[config.mk]
export PLATFORM = sky130hd
export DESIGN_NAME = ro_freq_meter
export DESIGN_NICKNAME = d
export VERILOG_FILES = /design/src/rtl/ro_meter_pkg.sv /design/src/rtl/sync_edge_detect.sv /design/src/rtl/ro_freq_meter.sv
export SDC_FILE = /design/constraint.sdc
export NUM_CORES = 1
export LEC_CHECK = 0
export ABC_AREA = 1
export CAP_MARGIN = 15
export CORE_ASPECT_RATIO = 2
export CORE_MARGIN = 4
export CORE_UTILIZATION = 42
export DETAILED_ROUTE_END_ITERATION = 7
export DONT_BUFFER_PORTS = 1
export PLACE_DENSITY_LB_ADDON = 0.2
export SETUP_SLACK_MARGIN = 0.02
export SYNTH_ARGS = -nofsm -noshare
export SYNTH_HDL_FRONTEND = slang
export SYNTH_SLANG_ARGS = --single-unit
[constraint.sdc]
create_clock -name clk -period 3.9 [get_ports clk]
set_clock_uncertainty 0.1 [all_clocks]
set_input_delay 0.975 -clock clk [delete_from_list [all_inputs] [get_ports clk]]
set_output_delay 0.975 -clock clk [all_outputs]
set_load 0.01 [all_outputs]
[src/rtl/ro_meter_pkg.sv]
`default_nettype none
// +----------------------------------------------------------------------------+
// | ro_meter_pkg                                                               |
// | Shared types and constants for the ring-oscillator frequency meter.        |
// | Revision: 1.0                                                              |
// +----------------------------------------------------------------------------+
package ro_meter_pkg;

  typedef enum logic [1:0] {
    IDLE = 2'd0,
    ARM  = 2'd1,
    GATE = 2'd2,
    DONE = 2'd3
  } meter_state_t;

  localparam int SYNC_STAGES = 2;
  localparam int ARM_CYCLES  = 2;
  localparam int ARM_CNT_W   = (ARM_CYCLES > 1) ? $clog2(ARM_CYCLES) : 1;

endpackage
`default_nettype wire

[src/rtl/sync_edge_detect.sv]
`default_nettype none
// +----------------------------------------------------------------------------+
// | sync_edge_detect                                                           |
// | Synchronizes an asynchronous input and emits a one-cycle rising-edge pulse.|
// | Revision: 1.0                                                              |
// +----------------------------------------------------------------------------+
module sync_edge_detect
  import ro_meter_pkg::*;
(
  input  logic clk,
  input  logic rst,
  input  logic async_in,
  output logic rise
);

  logic [SYNC_STAGES-1:0] r_sync;
  logic                   r_dly;

  always_ff @(posedge clk or posedge rst) begin
    if (rst) begin
      r_sync <= '0;
      r_dly  <= 1'b0;
    end else begin
      r_sync <= {r_sync[SYNC_STAGES-2:0], async_in};
      r_dly  <= r_sync[SYNC_STAGES-1];
    end
  end

  assign rise = r_sync[SYNC_STAGES-1] & ~r_dly;

endmodule
`default_nettype wire

[src/rtl/ro_freq_meter.sv]
`default_nettype none
// +----------------------------------------------------------------------------+
// | ro_freq_meter                                                              |
// | Counts divided ring-oscillator rising edges over a programmable clk window.|
// | Revision: 1.0                                                              |
// +----------------------------------------------------------------------------+
module ro_freq_meter
  import ro_meter_pkg::*;
#(
  parameter int GATE_W = 16,
  parameter int CNT_W  = 16
) (
  input  logic              clk,
  input  logic              rst,
  input  logic              ro_clk_in,
  input  logic              start,
  input  logic              cont,
  input  logic [GATE_W-1:0] gate_len,
  output logic              busy,
  output logic              valid,
  output logic [CNT_W-1:0]  count,
  output logic              overflow
);

  meter_state_t         r_state;
  logic [GATE_W-1:0]    r_gate_len;
  logic [GATE_W-1:0]    r_gate_cnt;
  logic [ARM_CNT_W-1:0] r_arm_cnt;
  logic [CNT_W-1:0]     r_edge_cnt;
  logic                 r_sat;
  logic                 r_busy;
  logic                 r_valid;
  logic [CNT_W-1:0]     r_count;
  logic                 r_overflow;

  logic                 w_rise;
  logic                 w_at_max;
  logic                 w_gate_last;
  logic [CNT_W-1:0]     w_edge_final;
  logic                 w_sat_final;

  sync_edge_detect u_sync (
    .clk      (clk),
    .rst      (rst),
    .async_in (ro_clk_in),
    .rise     (w_rise)
  );

  // The final GATE cycle's edge must land in the published result, so the
  // result is taken from the counter's next value rather than its current one.
  assign w_at_max     = &r_edge_cnt;
  assign w_edge_final = (w_rise && !w_at_max) ? r_edge_cnt + CNT_W'(1) : r_edge_cnt;
  assign w_sat_final  = r_sat | (w_rise & w_at_max);
  assign w_gate_last  = (r_gate_cnt == GATE_W'(1));

  always_ff @(posedge clk or posedge rst) begin
    if (rst) begin
      r_state    <= IDLE;
      r_gate_len <= '0;
      r_gate_cnt <= '0;
      r_arm_cnt  <= '0;
      r_edge_cnt <= '0;
      r_sat      <= 1'b0;
      r_busy     <= 1'b0;
      r_valid    <= 1'b0;
      r_count    <= '0;
      r_overflow <= 1'b0;
    end else begin
      r_valid <= 1'b0;
      case (r_state)
        IDLE: begin
          if (start) begin
            r_gate_len <= (gate_len == '0) ? GATE_W'(1) : gate_len;
            r_arm_cnt  <= '0;
            r_busy     <= 1'b1;
            r_state    <= ARM;
          end
        end
        ARM: begin
          r_edge_cnt <= '0;
          r_sat      <= 1'b0;
          r_gate_cnt <= r_gate_len;
          if (r_arm_cnt == ARM_CNT_W'(ARM_CYCLES - 1)) begin
            r_state <= GATE;
          end else begin
            r_arm_cnt <= r_arm_cnt + ARM_CNT_W'(1);
          end
        end
        GATE: begin
          if (w_rise) begin
            if (w_at_max) begin
              r_sat <= 1'b1;
            end else begin
              r_edge_cnt <= r_edge_cnt + CNT_W'(1);
            end
          end
          if (w_gate_last) begin
            r_count    <= w_edge_final;
            r_overflow <= w_sat_final;
            r_valid    <= 1'b1;
            r_state    <= DONE;
          end else begin
            r_gate_cnt <= r_gate_cnt - GATE_W'(1);
          end
        end
        DONE: begin
          if (cont) begin
            r_arm_cnt <= '0;
            r_state   <= ARM;
          end else begin
            r_busy  <= 1'b0;
            r_state <= IDLE;
          end
        end
        default: begin
          r_busy  <= 1'b0;
          r_state <= IDLE;
        end
      endcase
    end
  end

  assign busy     = r_busy;
  assign valid    = r_valid;
  assign count    = r_count;
  assign overflow = r_overflow;

endmodule
`default_nettype wire

* Word-level counts from Yosys, hierarchy flattened
Cells that the tools add are included.
** Word-level totals
- Flip-flop bits (word level) :: 74
- Bits of input ports :: 21
- Output and inout bits :: 19
- Word-level logic and storage cells :: 72
** Cells by class
- Add/subtract/negate cells :: 3
- Equality and inequality tests :: 13
- Multiplexer cells :: 24
- Bitwise logic cells :: 4
- Reduce and logical (&&, ||, !) cells :: 16
** Operator list (count)
- $mux 16 :: 5
- $pmux 16 s2 :: 2
- $ne 2x2->1 const B :: 9
- $add 16x1->16 const B :: 1
- $eq 16x1->1 const B :: 1
- $logic_not 16->1 :: 1
- $reduce_and 16->1 :: 1
- $sub 16x1->16 const B :: 1
- $reduce_and 3->1 :: 5
- $mux 1 :: 10
- $pmux 2 s4 :: 1
- $mux 2 :: 3
- $reduce_and 2->1 :: 3
- $eq 2x2->1 const B :: 2
- $pmux 1 s2 :: 2
- $reduce_bool 2->1 :: 2
- $pmux 1 s3 :: 1
- $reduce_bool 3->1 :: 1
- $and 1x1->1 :: 2
- $eq 2x1->1 const B :: 1
- $logic_not 2->1 :: 1
- $add 1x1->1 const B :: 1
- $logic_and 1x1->1 :: 1
- $logic_not 1->1 :: 1
- other kinds (2) :: 2

* Logic depth before layout (Yosys ltp)
Gate-level depths: netlist of the first run.
- Depth in word-level cells :: 4
- Gate-level depth with buffers :: 10
- Depth with buffers taken out :: 10

* Modules after synthesis
Synthesis of the first run repeated with hierarchy kept, for this count alone.
** Second synthesis, totals
- Cells, all modules :: 601
- Area, all modules :: 4345.4 sq um
** Modules (own cells, without submodules)
- ro_freq_meter :: times used 1, cells each 595, area an instance 4256.6 sq um, seq. area each 1776.7 sq um
- sync_edge_detect :: times used 1, cells each 6, area an instance 88.8 sq um, seq. area each 75.1 sq um

* Worst setup path after synthesis of the first run
OpenSTA, ideal clock, no wires.
- Path type :: register to register
- Start point :: reg r_state[0]
- End point :: reg r_edge_cnt[2]
- Setup time :: 0.124 ns
- Arrival :: 1.496 ns
- Data required time :: 3.676 ns
- Path slack :: 2.180 ns
- Cell stages (with the launch flop) :: 7
- Buffers on the path :: 1
- Clock period less this slack :: 1.720 ns
- Cell sequence :: dfrtp_1 -> inv_1 -> ha_1 -> nand2_1 -> buf_2 -> nand3_1 -> o21ai_2
** On the way
- Word-level cells in the longest chain between the ends :: 3
- Elaborated cells between the ends (all ways) :: 7
- Classes of those cells :: eq/ne: 4; mux: 1; reduce/logical: 2
** RTL lines
- start, declared :: RTL line ro_freq_meter.sv:25 : meter_state_t r_state;
- start signal, assigned :: RTL line ro_freq_meter.sv:58 : r_state <= IDLE;
- start signal, assigned :: RTL line ro_freq_meter.sv:76 : r_state <= ARM;
- start signal, assigned :: RTL line ro_freq_meter.sv:84 : r_state <= GATE;
- $eq 2x2->1 or $eq 2x1->1 (tied branches) :: RTL line ro_freq_meter.sv:70 : case (r_state)
- $ne 2x2->1 (no line) or $reduce_bool 2->1 (tied branches)
- $reduce_and 3->1 (no line)
- end signal, assigned :: RTL line ro_freq_meter.sv:94 : r_edge_cnt <= r_edge_cnt + CNT_W'(1);
- end, declared :: RTL line ro_freq_meter.sv:29 : logic [CNT_W-1:0] r_edge_cnt;
Parallel ways exist; a longest one is shown, timed or not.
A chain may end at the register's enable or synchronous reset.

* Worst setup path in the final report of the first run
- Start point :: reg r_state[0]
- End point :: reg r_edge_cnt[3]
The elaborated chain is that of the path after synthesis.

==> summary.md, run 1 <==
The final-layout setup total negative slack was 0 ns; the largest net degree at the start of global routing was 41. Along the worst path, the maximum fanout reaches 24. Fraction of the cycle the final worst path needs: 0.579.

The met3 routing resource usage after global routing is 0.0302, and the worst-case reg-to-reg path depth is 7. The total area inside the core boundary comes to 10,100 µm². For the final core utilization, the log shows 0.466. The tools report the final hold violation count as 0. The reg-to-reg startpoint is r_state[0].

Counting every instance in the synthesized netlist gives 587. Buffers added to address setup during post-CTS repair amount to 0. After floorplanning, the core was divided into 52 placement rows.

The number of register bits inferred by synthesis is 74. The global routing met1 resource utilization was 0.193. The clock period minus final worst setup slack works out to 2.26 ns. The number of antenna violations at the first check in global routing was 0; the total power divided by cell area was 645 nW/µm². The number of cells on the worst hold path was 0. The run gives 0 as the count of maximum capacitance violations. The slew at the pin with the worst max-slew slack is 0.896 ns, and the detailed-placement wirelength estimate is 8.21 mm.

The violation count after the first detailed-routing iteration came out at 229. The global-route wire length before repair is 18.2 mm, and the number of optimization iterations in the first detailed-route pass is 4. The internal power of the cells totals 1740 µW.

At the end of routability-driven placement, the weighted congestion stood at 0.873. The met2 track utilization from global routing came out at 0.392. The synthesized netlist occupies a cell area of 4330 µm². The post-CTS clock slew at the launch and capture registers of the worst setup and hold paths is 0.06 ns.

The run gives 3,706 as the number of vias after detailed routing. The number of nets in the layout was 615. The worst setup path is captured at a flip-flop.

Setup repair after global routing left no endpoint under its margin. For the setup-violating endpoint count in the final report, the log shows 0. The starting utilization of the core area is 0.430, and the buffer depth of the longest clock path is 2.

For the number of inserted diodes, the log shows 0. The count of yosys warnings during synthesis was 0. After clock tree synthesis, the repair step resized 0 gates. In the layout the commonest cells are sky130_fd_sc_hd__nand2_1 (188), sky130_fd_sc_hd__inv_1 (74), sky130_fd_sc_hd__dfrtp_1 (74). Clock tree synthesis selected as its root buffer the cell sky130_fd_sc_hd__clkbuf_16. The average instance in the mapped netlist occupies 7.38 µm².

For the arrival time reported for the critical path endpoint, the log shows 2.39 ns. The run gives 0.371 as the relative contribution of sequential cells to total power. Maximum VDD drop: 0.414 mV.

For this design the static power due to leakage is 0.00228 µW. For this run the aggregate overflow at the end of global routing stands at 0. Static timing analysis puts the maximum clock frequency at 443 MHz. Setup slack on the critical path of the routed design comes to 1.64 ns. The placement-stage worst setup slack was 1.68 ns.

The worst hold path begins at u_sync.r_sync[0]. The switching part of the total power works out to 0.426. The area share of the largest cell type after synthesis came out at 0.427. The height of the chip is 152 µm, and the overall die width is 79.8 µm.

The portion of total power attributed to combinational logic was 0.376; the fraction of layout instances using a drive strength above 1 was 0.0948. Once placement completed, the tool counted placed cells totaling 710. The logs give 0.401 for the normalized max-slew margin and 40 for the number of I/O pins.

The analysis attributes to net switching a power of 1290 µW. Startpoint type of the worst setup path: a flip-flop. Sequential area share after synthesis: 0.427. The biggest area contributor in the post-synthesis netlist is sky130_fd_sc_hd__dfrtp_1. The count of nets left with antenna violations once routing finished came out at 0. Port buffer count: 0. Buffers inserted during clock tree synthesis total 9.

For the via count of the first global-routing pass, the log shows 3,746. The logs give 4.03 ns for the required arrival time at the worst endpoint and 74 for the number of clock sinks seen by CTS. In this run the worst setup path begins at r_state[0].

For the source-to-sink clock delay at the later pin of the worst-skew pair, the log shows 0.34 ns. The flow ran to the end, and the final reports show no timing, DRC or antenna violations. In the routed design, unresolved DRC markers number 0. The number of different library cells in the post-synthesis netlist was 33. The number of nets in the synthesized netlist is 616.

The die covers 12,100 µm². The critical setup path kind was flip-flop to flip-flop. The final number of max-transition violations is 0. The leading cell type in the layout, fill and taps excluded is sky130_fd_sc_hd__nand2_1. The global-route usage over all layers was 0.198. The post-detailed-route wirelength per cell was 14.9 µm.

Compared with the post-synthesis result, the final layout area differs by 8.55%. Using the TritonRoute via totals, the vias-per-cell ratio works out to 5.10. For this block, the routed nets add up to 10.8 mm of wire. TritonCTS built the clock tree. In the post-synthesis netlist, the biggest area contributors are sky130_fd_sc_hd__dfrtp_1 (43%), sky130_fd_sc_hd__nand2_1 (16%), sky130_fd_sc_hd__nand3_1 (7.4%), sky130_fd_sc_hd__inv_1 (6.5%), sky130_fd_sc_hd__o21ai_0 (4.7%).

Hold repair after CTS inserted 0 buffers. met2 is the most crowded layer. Clock share of power: 0.253. The count of cells in the finished layout, fillers not included, comes to 726.

For the count of H-tree levels built during CTS, the log shows 3. The path type of the worst min-delay path was flip-flop to flip-flop.
## final cells by class
class                           instances  area (µm²)
Clock buffer                           10         229
Clock inverter                          6        42.5
Fill cell                            1063        5380
Inverter                               78         293
Multi-Input combinational cell        421        2090
Sequential cell                        74        1850
Tap cell                              135         169
Timing Repair Buffer                    2        27.5
## path summary, 6_finish.rpt
| check | endpoint | slack (ns) |
|---|---|---|
| worst max-delay path | r_edge_cnt[3] | 1.64 |
| worst min-delay path | u_sync.r_sync[1] | 0.26 |
| worst max register to register | r_edge_cnt[3] | 1.64 |
| worst min register to register | u_sync.r_sync[1] | 0.26 |
| max in group asynchronous | busy | 2.47 |
| min in group asynchronous | count[7] | 0.54 |
## registers in the layout, summed over array words and instances, names as in the netlist
| signal | flops |
|---|---|
| count | 16 |
| r_arm_cnt | 1 |
| r_edge_cnt | 16 |
| r_gate_len | 16 |
| busy | 1 |
| u_sync.r_sync | 2 |
| valid | 1 |
| r_state | 2 |
| u_sync.r_dly | 1 |
| r_gate_cnt | 16 |
| r_sat | 1 |
| overflow | 1 |
## logic make-up (layout without fill, tap and decap cells)
family          Yosys count  count (layout)  synth area share
compound gates           70              70            0.0939
xor+xnor                  7               7            0.0142
flops                    74              74             0.427
simple gates            336             336             0.351
buf+inv                  92              96            0.0901
fa+ha+maj                 8               8            0.0231
## critical path, stage by stage, from the launching register on
cell                      delay [ns]
sky130_fd_sc_hd__dfrtp_1        0.40
sky130_fd_sc_hd__inv_1          0.12
sky130_fd_sc_hd__ha_1           0.21
sky130_fd_sc_hd__buf_4          0.22
sky130_fd_sc_hd__inv_2          0.25
sky130_fd_sc_hd__nand2_1        0.48
sky130_fd_sc_hd__nand3_1        0.29
sky130_fd_sc_hd__o21ai_2        0.07
## through the flow
step                      instance area, µm²  total power [µW]  hold WS (ns)
final                                   4700              3030         0.257
after global routing                    4700              3290         0.267
after CTS                               4700              3060         0.257
after detailed placement                4430              2280         0.243
after global placement                  4430              2250         0.244
after floorplan                         4330              2010         0.231
## routing by layer
metal  wire length, µm  vias up
li1                  -     1850
met1              3900     1769
met2              6370       62
met3               261       25
met4               316        0
met5                 0        -
## cell usage after synthesis (all sizes together)
cell type	count
nand3b	3
o21ai	61
a21oi	6
nor2	55
nand2	194
nand3	68
and2	2
or2	5
xnor2	1
o211ai	2
clkinv	1
ha	8
a211oi	1
inv	77
clkbuf	5
xor2	6
buf	9
dfrtp	74
nand4	9
## power groups by stage
stage | Sequential, µW | Clock, µW | Combinational, µW
after floorplan | 1080 | 0 | 928
after global placement | 1130 | 0 | 1120
after detailed placement | 1140 | 0 | 1150
after CTS | 1120 | 790 | 1150
after global routing | 1150 | 816 | 1330
final | 1130 | 767 | 1140
Note: power is estimated with default switching activity, not from simulation.
==> run 2, diff against run 1 <==
clock period = 2.3 ns   (was 3.9 ns; I/O delays follow)
==> run 2 against run 1 <==
Sequential cell count did not move. Critical path depth up 1. Cell area grew 1.6%. Global-route usage is 0.27 points lower. Critical endpoint is now r_edge_cnt[13]. Non-clock buffer count up 6. Count of clock-buffer cells in the layout did not move. Setup slack got worse by 1.4 ns. Critical path type unchanged. First-iteration DRC count is 7.9% lower. Largest power group unchanged.
==> summary.md, run 2 (synthesis gave the netlist of run 1 again) <==
The run finished with clean final reports. Relative to the synthesized area, the layout overhead comes to 10.3%. The number of antenna violations at the first check in global routing was 0.

For the final number of max-transition violations, the log shows 0. In this run the core area contains 52 standard-cell rows. STA puts the critical path data arrival time at 2.25 ns.

For the pin with the worst max-slew slack, the measured transition is 0.622 ns. The total area inside the core boundary comes to 10,100 µm². The logs give 8.37 mm for the detailed-placement wirelength estimate and 4780 µm² for the final instance area. The fraction of the cycle the final worst path needs is 0.912. The critical path's most frequent cell is sky130_fd_sc_hd__nor2_8. Number of buffers created by CTS: 9. The source-to-sink clock delay at the later pin of the worst-skew pair came out at 0.34 ns.

Subtracting the final worst setup slack from the clock period gives 2.10 ns. The starting utilization of the core area was 0.430. Die outline area: 12,100 µm². For the global-route usage over all layers, the log shows 0.195. The final wirelength is 10.9 mm, and the post-detailed-route count of antenna-violating nets is 0. The fraction of layout instances using a drive strength above 1 works out to 0.104.

The total power divided by cell area was 1120 nW/µm². Timing would allow up to 477 MHz. The final route contains 3,664 vias. The tools report the clock root buffer as sky130_fd_sc_hd__clkbuf_16. Violation count after the first detailed-routing iteration: 211.

The routability-driven placement congestion ratio came out at 0.892. The cts-stage hold buffer count is 0, and the normalized max-slew margin is 0.584. Dividing the detail-routed wire length by the instance count gives 14.9 µm. TritonCTS built the clock tree. Leaving out fill and tap cells, the most frequent cell in the layout is sky130_fd_sc_hd__nand2_1.

The via count of the first global-routing pass was 3,866; the post-cts gate resize count was 0. The number of optimization iterations in the first detailed-route pass was 5; the remaining global-route overflow was 0. Path type of the worst min-delay path: input port to async pin. The H-tree was split into 3 levels.

Adding up every negative setup slack in the final design gives 0 ns. The startpoint type of the worst setup path is a flip-flop. The final hold violation count is 0. The placed instances occupy a cell area of 4480 µm². The analysis attributes to cell leakage a power of 0.00231 µW.

The height of the chip was 152 µm; the DRC violation count after routing was 0. The number of antenna diodes in the final layout is 0. The longest clock path from root to sink contains 2 buffers. STA classifies the critical path endpoint as a flip-flop. Setup repair after global routing left no endpoint under its margin. In the layout the commonest cells are sky130_fd_sc_hd__nand2_1 (188), sky130_fd_sc_hd__inv_1 (74), sky130_fd_sc_hd__dfrtp_1 (74).

Dividing the detail-routed via count by the number of cells gives 5.01. After clock tree synthesis, the setup repair step added 0 buffers. The post-CTS clock slew at the launch and capture registers of the worst setup and hold paths was 0.06 ns. For the number of clock sinks seen by CTS, the log shows 74. On the critical path, the stage with the largest delay is an instance of sky130_fd_sc_hd__dfrtp_1.

The number of I/O pins came out at 40. The tools report the global-route wire length before repair as 18.1 mm. Entering global routing, the biggest net connects 34 pins.

During placement, the flow inserted port buffers numbering 0. The tools report the worst-case setup margin in the final layout as 0.201 ns. Data on the critical path is required at its endpoint by 2.45 ns. The setup path with the least slack is of type flip-flop to flip-flop. The number of nets in the layout was 621.

Setup violations remaining at the end of the flow were counted as 0. Of all nets on the critical path, the largest fanout is 18. Across the run, the number of max-cap violations was 0.

The delay of the slowest critical-path stage came out at 0.45 ns. The overall die width came out at 79.8 µm. OpenSTA, run right after detailed placement, puts the worst setup slack at 0.204 ns. Traced cell by cell, the critical path runs through ha_1, nand2_2, nor2_4, nand2_4, nor2_8, nor2_8, nand3_4, o21ai_0. The run gives 0.788 mV as the maximum VDD drop.
run 2: stage by stage:
step / cells / power (µW) / hold slack, ns / utilization
floorplan: 587 / 3410 / 0.231 / -
global placement: 716 / 3900 / 0.240 / 0.444
detailed placement: 716 / 3950 / 0.238 / 0.444
CTS: 732 / 5380 / 0.0845 / 0.474
global route: 732 / 5740 / 0.111 / 0.474
finish: 732 / 5330 / 0.0730 / 0.474
run 2: worst paths after layout:
path                                    end  cells past startpoint        startpoint  slack (ns)
max in group asynchronous         r_arm_cnt                      2               rst        1.40
max                          r_edge_cnt[13]                      8     r_edge_cnt[0]        0.20
min in group clk           u_sync.r_sync[0]                      0         ro_clk_in        0.16
max reg2reg                  r_edge_cnt[13]                      8     r_edge_cnt[0]        0.20
min                                    busy                      1               rst        0.07
min reg2reg                u_sync.r_sync[1]                      0  u_sync.r_sync[0]        0.25
run 2: per-layer routing:
metal | GRT usage | vias up | wire, µm
met5 | 0 | - | 0
met4 | 0.131 | 0 | 546
met3 | 0.0325 | 39 | 266
met2 | 0.369 | 71 | 6210
met1 | 0.187 | 1690 | 3850
li1 | - | 1864 | -
run 2: layout make-up:
cell class,count,area (µm²)
clock buffers,10,229
clock inverters,6,67.6
fillers,1029,5310
inverters,78,297
multi-input cells,421,2090
flip-flops and latches,74,1850
well taps,135,169
repair buffers,8,72.6
run 2: power breakdown:
group          internal [µW]  leakage [µW]  switching [µW]
combinational            666       0.00120            1360
clock                    842      0.000139             580
sequential              1630      0.000970             260
total                   3140       0.00231            2200
run 2: worst max-delay path, delay by kind of cell, from the launching register on:
| kind | cells | cell delay (ns) |
|---|---|---|
| AND/OR/NAND/NOR | 6 | 0.95 |
| flip-flops | 1 | 0.45 |
| adder cells (fa/ha/maj) | 1 | 0.26 |
| AO/OA/AOI/OAI | 1 | 0.25 |
